===== src/rtl/normalize_cg2_pkg.sv =====
// Shared widths, anchor position and primitive cell costs for the MAC normalizer.
package normalize_cg2_pkg;

  localparam int SUM_W  = 19;
  localparam int MAN_W  = 3;
  localparam int EXP_W  = 6;
  localparam int ANCHOR = 13;
  localparam int QF_W   = 5;
  localparam int POS_W  = $clog2(SUM_W);
  localparam int E_W    = EXP_W + 2;
  localparam int NUM_W  = 51;

  localparam int COST_INV  = 1;
  localparam int COST_OR2  = 2;
  localparam int COST_MX   = 3;
  localparam int COST_ADD  = 12;
  localparam int COST_SUB  = 12;
  localparam int COST_COM6 = 8;
  localparam int COST_EQ6  = 6;

  typedef struct packed {
    logic             sign;
    logic [EXP_W-1:0] exp;
    logic [MAN_W-1:0] frac;
    logic             zero;
  } result_t;

  localparam int RES_W = $bits(result_t);

  function automatic logic rne_up(input logic lsb, input logic g, input logic s);
    return g & (s | lsb);
  endfunction

endpackage


===== src/rtl/normalize_cg2_lzd.sv =====
// Leading-one detector over the magnitude: priority MX chain plus OR2 reduction for the zero flag.
module lzd_sum
  import normalize_cg2_pkg::*;
(
  input  logic [SUM_W-1:0] vec,
  output logic [POS_W-1:0] pos,
  output logic             all_zero,
  output logic [NUM_W-1:0] number
);

  // Higher bits overwrite lower ones, so the last hit is the leading one.
  always_comb begin
    pos = '0;
    for (int i = 0; i < SUM_W; i++) begin
      if (vec[i]) pos = POS_W'(i);
    end
  end

  assign all_zero = ~|vec;
  assign number   = NUM_W'(SUM_W * COST_MX + (SUM_W - 1) * COST_OR2 + COST_INV);

endmodule


===== src/rtl/normalize_cg2.sv =====
// Two-stage normalizer: two's-complement sum -> sign/magnitude/LZD, then shift, RNE round,
// exponent adjust with underflow flush and overflow saturation.
module normalize_cg2
  import normalize_cg2_pkg::*;
(
  input  logic             i_clk,
  input  logic             i_rst,
  input  logic             i_valid,
  input  logic             i_stall,
  input  logic [SUM_W-1:0] i_sum,
  input  logic [EXP_W-1:0] i_max_exp,
  input  logic [QF_W-1:0]  i_Q_frac,
  output logic             o_valid,
  output logic             o_sign,
  output logic [EXP_W-1:0] o_exp,
  output logic [MAN_W-1:0] o_frac,
  output logic             o_zero,
  output logic [QF_W-1:0]  o_Q_frac,
  output logic [NUM_W-1:0] number
);

  localparam int TOP_COST =
      SUM_W * COST_INV + COST_ADD + SUM_W * COST_MX        // negate and select
    + COST_SUB + POS_W * SUM_W * COST_MX                   // shift amount and barrel
    + (SUM_W - MAN_W - 3) * COST_OR2 + COST_ADD            // sticky and round increment
    + COST_EQ6 + 3 * COST_ADD + 2 * COST_COM6              // exponent path and range checks
    + 2 * RES_W * COST_MX;                                 // result selection

  // Stage 1 combinational
  logic             sign_in;
  logic [SUM_W-1:0] neg_in, mag_in;
  logic [POS_W-1:0] pos_in;
  logic             zero_in;
  logic [NUM_W-1:0] lzd_number;

  assign sign_in = i_sum[SUM_W-1];
  assign neg_in  = ~i_sum + SUM_W'(1);
  assign mag_in  = sign_in ? neg_in : i_sum;

  lzd_sum u_lzd (
    .vec      (mag_in),
    .pos      (pos_in),
    .all_zero (zero_in),
    .number   (lzd_number)
  );

  logic             s1_valid, s1_sign, s1_zero;
  logic [SUM_W-1:0] s1_mag;
  logic [POS_W-1:0] s1_pos;
  logic [EXP_W-1:0] s1_max_exp;
  logic [QF_W-1:0]  s1_q;

  always_ff @(posedge i_clk or posedge i_rst) begin
    if (i_rst) begin
      s1_valid   <= 1'b0;
      s1_sign    <= 1'b0;
      s1_zero    <= 1'b0;
      s1_mag     <= '0;
      s1_pos     <= '0;
      s1_max_exp <= '0;
      s1_q       <= '0;
    end else if (!i_stall) begin
      s1_valid   <= i_valid;
      s1_sign    <= sign_in;
      s1_zero    <= zero_in;
      s1_mag     <= mag_in;
      s1_pos     <= pos_in;
      s1_max_exp <= i_max_exp;
      s1_q       <= i_Q_frac;
    end
  end

  // Stage 2: log2 barrel shift puts the leading one at the MSB
  logic [POS_W-1:0]            shamt;
  logic [POS_W:0][SUM_W-1:0]   sh;
  logic [SUM_W-1:0]            norm;

  assign shamt = POS_W'(SUM_W - 1) - s1_pos;
  assign sh[0] = s1_mag;

  for (genvar k = 0; k < POS_W; k++) begin : g_shift
    assign sh[k+1] = shamt[k] ? (sh[k] << (2 ** k)) : sh[k];
  end

  assign norm = sh[POS_W];

  logic [MAN_W-1:0] frac_t, frac_r;
  logic             g_bit, s_bit, rnd, carry, is_zero;
  logic [E_W-1:0]   e;
  logic             underflow, overflow;
  result_t          res;

  assign frac_t  = norm[SUM_W-2 -: MAN_W];
  assign g_bit   = norm[SUM_W-2-MAN_W];
  assign s_bit   = |norm[SUM_W-3-MAN_W:0];
  assign rnd     = rne_up(frac_t[0], g_bit, s_bit);
  assign {carry, frac_r} = {1'b0, frac_t} + (MAN_W + 1)'(rnd);
  assign is_zero = s1_zero | ~norm[SUM_W-1];

  // Signed exponent in EXP_W+2 bits: bit E_W-1 flags negative, bits above EXP_W flag overflow.
  assign e = E_W'(s1_max_exp) + E_W'(s1_pos) - E_W'(ANCHOR) + E_W'(carry);
  assign underflow = e[E_W-1] | (e == '0);
  assign overflow  = ~e[E_W-1] & (|e[E_W-2:EXP_W]);

  always_comb begin
    res = '0;
    if (is_zero || underflow) begin
      res.zero = 1'b1;
    end else if (overflow) begin
      res.sign = s1_sign;
      res.exp  = '1;
      res.frac = '1;
    end else begin
      res.sign = s1_sign;
      res.exp  = e[EXP_W-1:0];
      res.frac = frac_r;
    end
  end

  always_ff @(posedge i_clk or posedge i_rst) begin
    if (i_rst) begin
      o_valid  <= 1'b0;
      o_sign   <= 1'b0;
      o_exp    <= '0;
      o_frac   <= '0;
      o_zero   <= 1'b0;
      o_Q_frac <= '0;
    end else if (!i_stall) begin
      o_valid  <= s1_valid;
      o_sign   <= res.sign;
      o_exp    <= res.exp;
      o_frac   <= res.frac;
      o_zero   <= res.zero;
      o_Q_frac <= s1_q;
    end
  end

  assign number = NUM_W'(TOP_COST) + lzd_number;

endmodule

===== config.mk =====
export PLATFORM = sky130hd
export DESIGN_NAME = normalize_cg2
export DESIGN_NICKNAME = d
export VERILOG_FILES = /design/src/rtl/normalize_cg2_pkg.sv /design/src/rtl/normalize_cg2_lzd.sv /design/src/rtl/normalize_cg2.sv
export SDC_FILE = /design/constraint.sdc
export NUM_CORES = 1
export LEC_CHECK = 0
export ABC_AREA = 1
export ABC_CLOCK_PERIOD_IN_PS = 3900
export BUFFER_PORTS_ARGS = -buffer_cell sky130_fd_sc_hd__buf_2
export CAP_MARGIN = 25
export CORE_MARGIN = 10
export CORE_UTILIZATION = 49
export CTS_CLUSTER_DIAMETER = 30
export DETAILED_ROUTE_END_ITERATION = 10
export PLACE_DENSITY = 0.75
export SYNTH_ARGS = -nofsm -noshare
export SYNTH_HDL_FRONTEND = slang
export SYNTH_SLANG_ARGS = --single-unit

===== constraint.sdc =====
create_clock -name i_clk -period 3.9 [get_ports i_clk]
set_input_delay 0.39 -clock i_clk [delete_from_list [all_inputs] [get_ports i_clk]]
set_output_delay 0.39 -clock i_clk [all_outputs]
set_load 0.05 [all_outputs]

# ---- Word level (Yosys, flattened, before mapping)
# Index checks and enable logic that the tools add are counted.
dict set report word_totals {
  regBits 55
  output_inout_bits 68
  word_cells 59
}
dict set report op_classes {
  addsub 6
  n_reduce_logical 5
  n_mux 27
  bitwise_logic 8
}
# op n
set op_table {}
lappend op_table {{2-to-1 mux 19 bit} 6}
lappend op_table {{2-to-1 mux 4 bit} 8}
lappend op_table {{adder 19 x 1 -> 19 bit (second input constant)} 1}
lappend op_table {{inverter 19 bit} 1}
lappend op_table {{OR reduction 19 bit} 1}
lappend op_table {{2-to-1 mux 5 bit} 3}
lappend op_table {{OR reduction 14 bit} 1}
lappend op_table {{2-to-1 mux 3 bit} 4}
lappend op_table {{2-to-1 mux 10 bit} 1}
lappend op_table {{2-to-1 mux 9 bit} 1}
lappend op_table {{adder 8 x 1 -> 8 bit} 1}
lappend op_table {{zero test 8 bit} 1}
lappend op_table {{subtractor 7 x 4 -> 8 bit (second input constant)} 1}
lappend op_table {{adder 6 x 5 -> 7 bit} 1}
lappend op_table {{subtractor 5 bit (first input constant)} 1}
lappend op_table {{adder 3 x 1 -> 4 bit} 1}
lappend op_table {{2-to-1 mux 2 bit} 2}
lappend op_table {{OR 1 bit} 3}
lappend op_table {{AND 1 bit} 2}
lappend op_table {{2-to-1 mux 1 bit} 2}
lappend op_table {{inverter 1 bit} 2}
lappend op_table {{zero test 1 bit} 1}
lappend op_table {{logical OR 1 bit} 1}

# ---- Logic depth before layout (Yosys ltp)
dict set report logic_depth {
  ltp_word 21
  depth_mapped 30
  ltp_nobuf 29
}

# ---- By module
# A second synthesis with hierarchy kept.
dict set report unflattened {
  cells_unflattened 867
  hier_area_um2 5609.1
}
# mod seq_area_each_um2 cells_per_inst area_each_um2 n_inst
set modules_own_cells {}
lappend modules_own_cells {normalize_cg2 1376.3 756 4969.8 1}
lappend modules_own_cells {lzd_sum 0.0 111 639.4 1}

# ---- Least setup slack after synthesis
# No wires, ideal clock.
dict set report synth_path {
  path_kind {flip-flop to flip-flop}
  from {register s1_pos[0]}
  to {register o_sign}
  path_stages_with_launch 25
  setup_time_ps 121
  required_ps 3779
  n_path_buf 2
  period_less_slack_ps 3959
  arrival_time_ps 3838
  slack_ps -59
  path_cell_list {dfrtp_1 -> ha_1 -> clkinv_1 -> buf_2 -> o21ai_0 -> nand2_1 -> a311oi_1 -> nand2_1 -> inv_1 -> nand3_1 -> ha_1 -> inv_1 -> ha_1 -> inv_1 -> fa_1 -> nand3b_1 -> nand2_1 -> a21oi_1 -> nor2_1 -> nor2_1 -> xor2_1 -> nand4_1 -> and3_1 -> buf_4 -> a22o_1}
}
dict set report synth_between {
  elab_chain_len 15
  word_cells_on_any_way 19
  cone_classes {5 x add/sub; 6 x mux; 5 x bitwise; 3 x reduce/logical}
}
# element line
set synth_rtl {}
lappend synth_rtl {{start, declared} normalize_cg2.sv:49} ;# logic [POS_W-1:0] s1_pos;
lappend synth_rtl {{start signal, assigned} normalize_cg2.sv:67} ;# s1_pos <= pos_in;
lappend synth_rtl {{subtractor 5 bit} normalize_cg2.sv:78} ;# assign shamt = POS_W'(SUM_W - 1) - s1_pos;
lappend synth_rtl {{2-to-1 mux 19 bit (5 in series)} normalize_cg2.sv:82} ;# assign sh[k+1] = shamt[k] ? (sh[k] << (2 ** k)) : sh[k];
lappend synth_rtl {{OR reduction 14 bit} normalize_cg2.sv:95} ;# assign s_bit = |norm[SUM_W-3-MAN_W:0];
lappend synth_rtl {{OR 1 bit} normalize_cg2_pkg.sv:31} ;# return g & (s | lsb);
lappend synth_rtl {{AND 1 bit} normalize_cg2_pkg.sv:31}
lappend synth_rtl {{adder 3 x 1 -> 4 bit} normalize_cg2.sv:97} ;# assign {carry, frac_r} = {1'b0, frac_t} + (MAN_W + 1)'(rnd);
lappend synth_rtl {{adder 8 x 1 -> 8 bit} normalize_cg2.sv:101} ;# assign e = E_W'(s1_max_exp) + E_W'(s1_pos) - E_W'(ANCHOR) + E_W'(carry);
lappend synth_rtl {{zero test 8 bit} normalize_cg2.sv:102} ;# assign underflow = e[E_W-1] | (e == '0);
lappend synth_rtl {{OR 1 bit} normalize_cg2.sv:102}
lappend synth_rtl {{logical OR 1 bit (*)} normalize_cg2.sv:107} ;# if (is_zero || underflow) begin
lappend synth_rtl {{2-to-1 mux 10 bit (*)} normalize_cg2.sv:107}
lappend synth_rtl {{end signal, assigned} normalize_cg2.sv:130} ;# o_sign <= res.sign;
lappend synth_rtl {{end, declared} normalize_cg2.sv:14} ;# output logic o_sign,
# Mark *: on every way between the ends. The rest lies on a longest branch, timed or not.
# A chain may end at the register's enable or synchronous reset.

# ---- Worst setup path after layout
dict set report layout_path {
  from {register s1_pos[0]}
  to {register o_exp[5]}
}
dict set report layout_between {
  elab_chain_len 15
  word_cells_on_any_way 22
  cone_classes {5 x add/sub; 7 x mux; 7 x bitwise; 3 x reduce/logical}
}
# element line
set layout_rtl {}
lappend layout_rtl {{subtractor 5 bit} normalize_cg2.sv:78}
lappend layout_rtl {{2-to-1 mux 19 bit (5 in series)} normalize_cg2.sv:82}
lappend layout_rtl {{OR reduction 14 bit} normalize_cg2.sv:95}
lappend layout_rtl {{OR 1 bit} normalize_cg2_pkg.sv:31}
lappend layout_rtl {{AND 1 bit} normalize_cg2_pkg.sv:31}
lappend layout_rtl {{adder 3 x 1 -> 4 bit} normalize_cg2.sv:97}
lappend layout_rtl {{adder 8 x 1 -> 8 bit} normalize_cg2.sv:101}
lappend layout_rtl {{zero test 8 bit or inverter 1 bit (tied branches)} {normalize_cg2.sv:102, normalize_cg2.sv:103}}
lappend layout_rtl {{OR 1 bit or AND 1 bit (tied branches)} {normalize_cg2.sv:102, normalize_cg2.sv:103}}
lappend layout_rtl {{logical OR 1 bit or 2-to-1 mux 9 bit (tied branches)} {normalize_cg2.sv:107, normalize_cg2.sv:109}}
lappend layout_rtl {{2-to-1 mux 10 bit (*)} normalize_cg2.sv:107}
lappend layout_rtl {{end signal, assigned} normalize_cg2.sv:131} ;# o_exp <= res.exp;
lappend layout_rtl {{end, declared} normalize_cg2.sv:15} ;# output logic [EXP_W-1:0] o_exp,
# Marks and branches as above.

==> key figures <==
Timing
  – Peak Freq: 251 MHz
  – RSZ-0062 raised after global routing: yes
  – Period utilization: 102%
  – Fin crit period: 3.98 ns
  – Final WS setup: -0.0840 ns
  – Fin. Hold Viols: 0
  – Final Skew: 0.0126 ns
  – Count of pins over their slew limit: 0
  – Final setup fails: 11
  – Least-Margin Pin Slew: 0.592 ns
  – Slew Limit Headroom: 60.5%
  – Hold slack: 0.122 ns

Synth
  – Yosys top cell by area: dfrtp_1
  – Mapped Area: 4260 sq um
  – Post-synthesis sequential area ratio: 32.3%
  – Ys Warns: 0
  – Synthesized area per cell: 6.99 sq um
  – Yosys cell types: 46
  – Synth cell count leaders: nand2_1, inv_1, o21ai_0, dfrtp_1, buf_4
  – Main synth FF type: dfrtp_1
  – Top cells by area, synth: dfrtp_1, nand2_1, buf_4
  – Most common cell in the synthesized netlist: nand2_1
  – Asr flop ratio synth: 100%
  – Synth Register Bits: 55
  – Post-synth top area share: 32.3%
  – EDFF count, synth: 0
  – Syn Inst Count: 609

Worst setup path
  – CP endpoint: o_exp[5]$_DFFE_PP0N_
  – Reg2Reg Depth: 25
  – Crit Path Max Fanout: 6
  – Crit start category: register
  – Crit path launch: s1_pos[0]$_DFFE_PP0N_
  – Reg2reg start: s1_pos[0]$_DFFE_PP0N_
  – Critical Path AT: 4.20 ns
  – Critical Path RT: 4.12 ns
  – Crit Reg-Reg Endpoint: o_exp[5]$_DFFE_PP0N_
  – Setup CP Type: reg -> reg
  – CP endpoint kind: register
  – R2r setup slk: -0.08 ns

Global routing
  – Met2 GRT Util: 26.5%
  – First-pass GRT wire length: 17200 microns
  – Met1 Use GR: 19.0%
  – Largest net degree at the start of global routing: 48
  – Met3 usage: 3.01%
  – Initial antenna violation count: 0
  – GRT overflow: 0
  – Busiest grt layer: met2
  – GRT Util Overall: 15.4%
  – Vias in the first global route: 3866

Finish
  – Layout area overhead: 17.6%
  – Post-route cell area: 5000 sq um
  – Antenna cells: 0
  – Fin util: 60.0%
  – FILL cells: 779
  – Layout cell share with drive strength beyond 1: 21.7%
  – Final nets: 735

Drt
  – Drt total wl: 10300 microns
  – Drt initial violations: 212
  – Average routed wire per standard cell: 13.1 microns
  – Vias: 3821
  – Vias per cell: 4.83
  – Post-DRT Antenna Nets: 0
  – DR pass1 iterations: 4
  – # DRC: 0

Clocking
  – Clock sinks: 55
  – TritonCTS Buffers: 5
  – CTS clk-pin slew, worst paths: 0.11 ns
  – Root Buffer Master: clkbuf_8
  – Maximum root-to-sink buffer count: 2
  – Clk_lat worst skew: 0.32 ns
  – Hold Buf Count CTS: 0
  – CTS tree: built
  – H-tree lvl count: 2

Power and ir drop
  – VDD IR max: 0.214 mV
  – Leak pwr: 2.69 nW
  – Power Total: 2.51 mW
  – P per Cell Area: 501 nW/um^2

Placement
  – Cell Area, Placed: 4590 sq um
  – Place WS: -0.277 ns
  – Post-DP HPWL: 7980 microns
  – Routability cong.: 0.826
  – I/O Buffers: 50

Hold path
  – Worst Hold Class: in -> async

Run
  – Max-cap viol count: 0

Run status
  – Status: finished with violations
  – Failing checks: negative setup slack

Die
  – Die Y: 113 microns
  – Row cnt: 33
  – Total core area: 8340 sq um
  – Initial Util: 51.0%
  – Chip width: 113 microns
  – Die Footprint: 12800 sq um
  – IO Count: 102
worst max-delay path, stage by stage, from the launching register on:
cell	delay, ns
dfrtp_2	0.48
ha_4	0.34
buf_6	0.12
nand2_2	0.04
o21ai_2	0.06
nand2_1	0.10
o21ai_2	0.09
nor2_2	0.06
a311oi_2	0.27
nand2_1	0.13
inv_2	0.08
nand3_2	0.08
ha_4	0.23
inv_2	0.06
ha_4	0.12
inv_2	0.03
fa_2	0.33
nand3b_1	0.19
nand2_2	0.10
a21oi_2	0.06
nor2_1	0.08
nor2_1	0.05
xor2_1	0.20
nand4_1	0.17
and3_4	0.21
a22o_1	0.18
per-stage QoR:
step	TNS (ns)	instances
2_1_floorplan	0	658
3_3_place_gp	-0.757	772
3_5_place_dp	-2.64	773
4_1_cts	-0.332	785
5_1_grt	-3.14	791
6_report	-0.557	791
power by group:
group	internal [mW]	leakage (nW)	switching, mW
clock network	0.198	0.0611	0.205
registers	0.665	0.679	0.0589
logic	0.489	1.95	0.891
total	1.35	2.69	1.15
layout by cell type, fill, tap and decap left out, types with 3 or more instances in the layout:
cell type,n
xor2_1,15
a22o_1,3
nand4_1,6
nor4_1,3
buf_2,50
nor2_1,33
nand2_1,167
o21ai_0,53
nand3b_1,5
dfrtp_1,54
nor3_1,4
ha_1,12
ha_4,3
o21ai_1,13
inv_1,76
buf_6,6
a21oi_1,13
o21ai_2,14
buf_4,31
nand2_2,3
nand3_1,16
clkbuf_8,5
conb_1,51
nor2_2,5
inv_2,5
a31oi_1,3
worst min path at each step:
stage,to,start
2_1_floorplan,o_valid$_DFFE_PP0N_,s1_valid$_DFFE_PP0N_
3_3_place_gp,o_valid$_DFFE_PP0N_,s1_valid$_DFFE_PP0N_
3_5_place_dp,o_valid$_DFFE_PP0N_,s1_valid$_DFFE_PP0N_
4_1_cts,s1_max_exp[4]$_DFFE_PP0N_,i_rst
5_1_grt,o_valid$_DFFE_PP0N_,i_rst
6_report,o_valid$_DFFE_PP0N_,i_rst
flip-flops by register name, summed over array words and instances, names as in the netlist, 3 cells and up:
register	count
o_Q_frac	5
s1_q	5
o_frac	3
s1_pos	5
s1_max_exp	6
s1_mag	19
o_exp	6
timing repair:
item / in CTS / in global routing
buffers inserted: 2 / 4
pin swaps: 4 / 12
gates resized for setup: 39 / 24
cloned: 2 / 2
endpoints found under the setup margin: 11 / 11
kinds of logic after synthesis:
family          after synthesis  share of synthesized area, %
xor+xnor                     18                          4.32
buf+inv                     155                          18.9
mux                           2                         0.470
other cells                   2                         0.176
compound gates              113                          14.9
flops                        55                          32.3
fa+ha+maj                    16                          4.88
simple gates                248                          24.0
layout make-up:
class	instances	area (sq um)	share of cell area, %
Clock buffer	5	68.8	1.38
Sequential cell	55	1380	27.5
Tap cell	105	131	2.63
Timing Repair Buffer	90	616	12.3
Multi-Input combinational cell	450	2430	48.6
Inverter	83	322	6.43
Clock inverter	3	55.1	1.10
layer usage:
| layer | vias up | share of wire [%] |
|---|---|---|
| met5 | - | 0 |
| met3 | 12 | 4.9 |
| met4 | 0 | 1.4 |
| met2 | 104 | 49 |
| met1 | 1726 | 45 |
| li1 | 1979 | - |
Note: power is estimated with default switching activity, not from simulation.
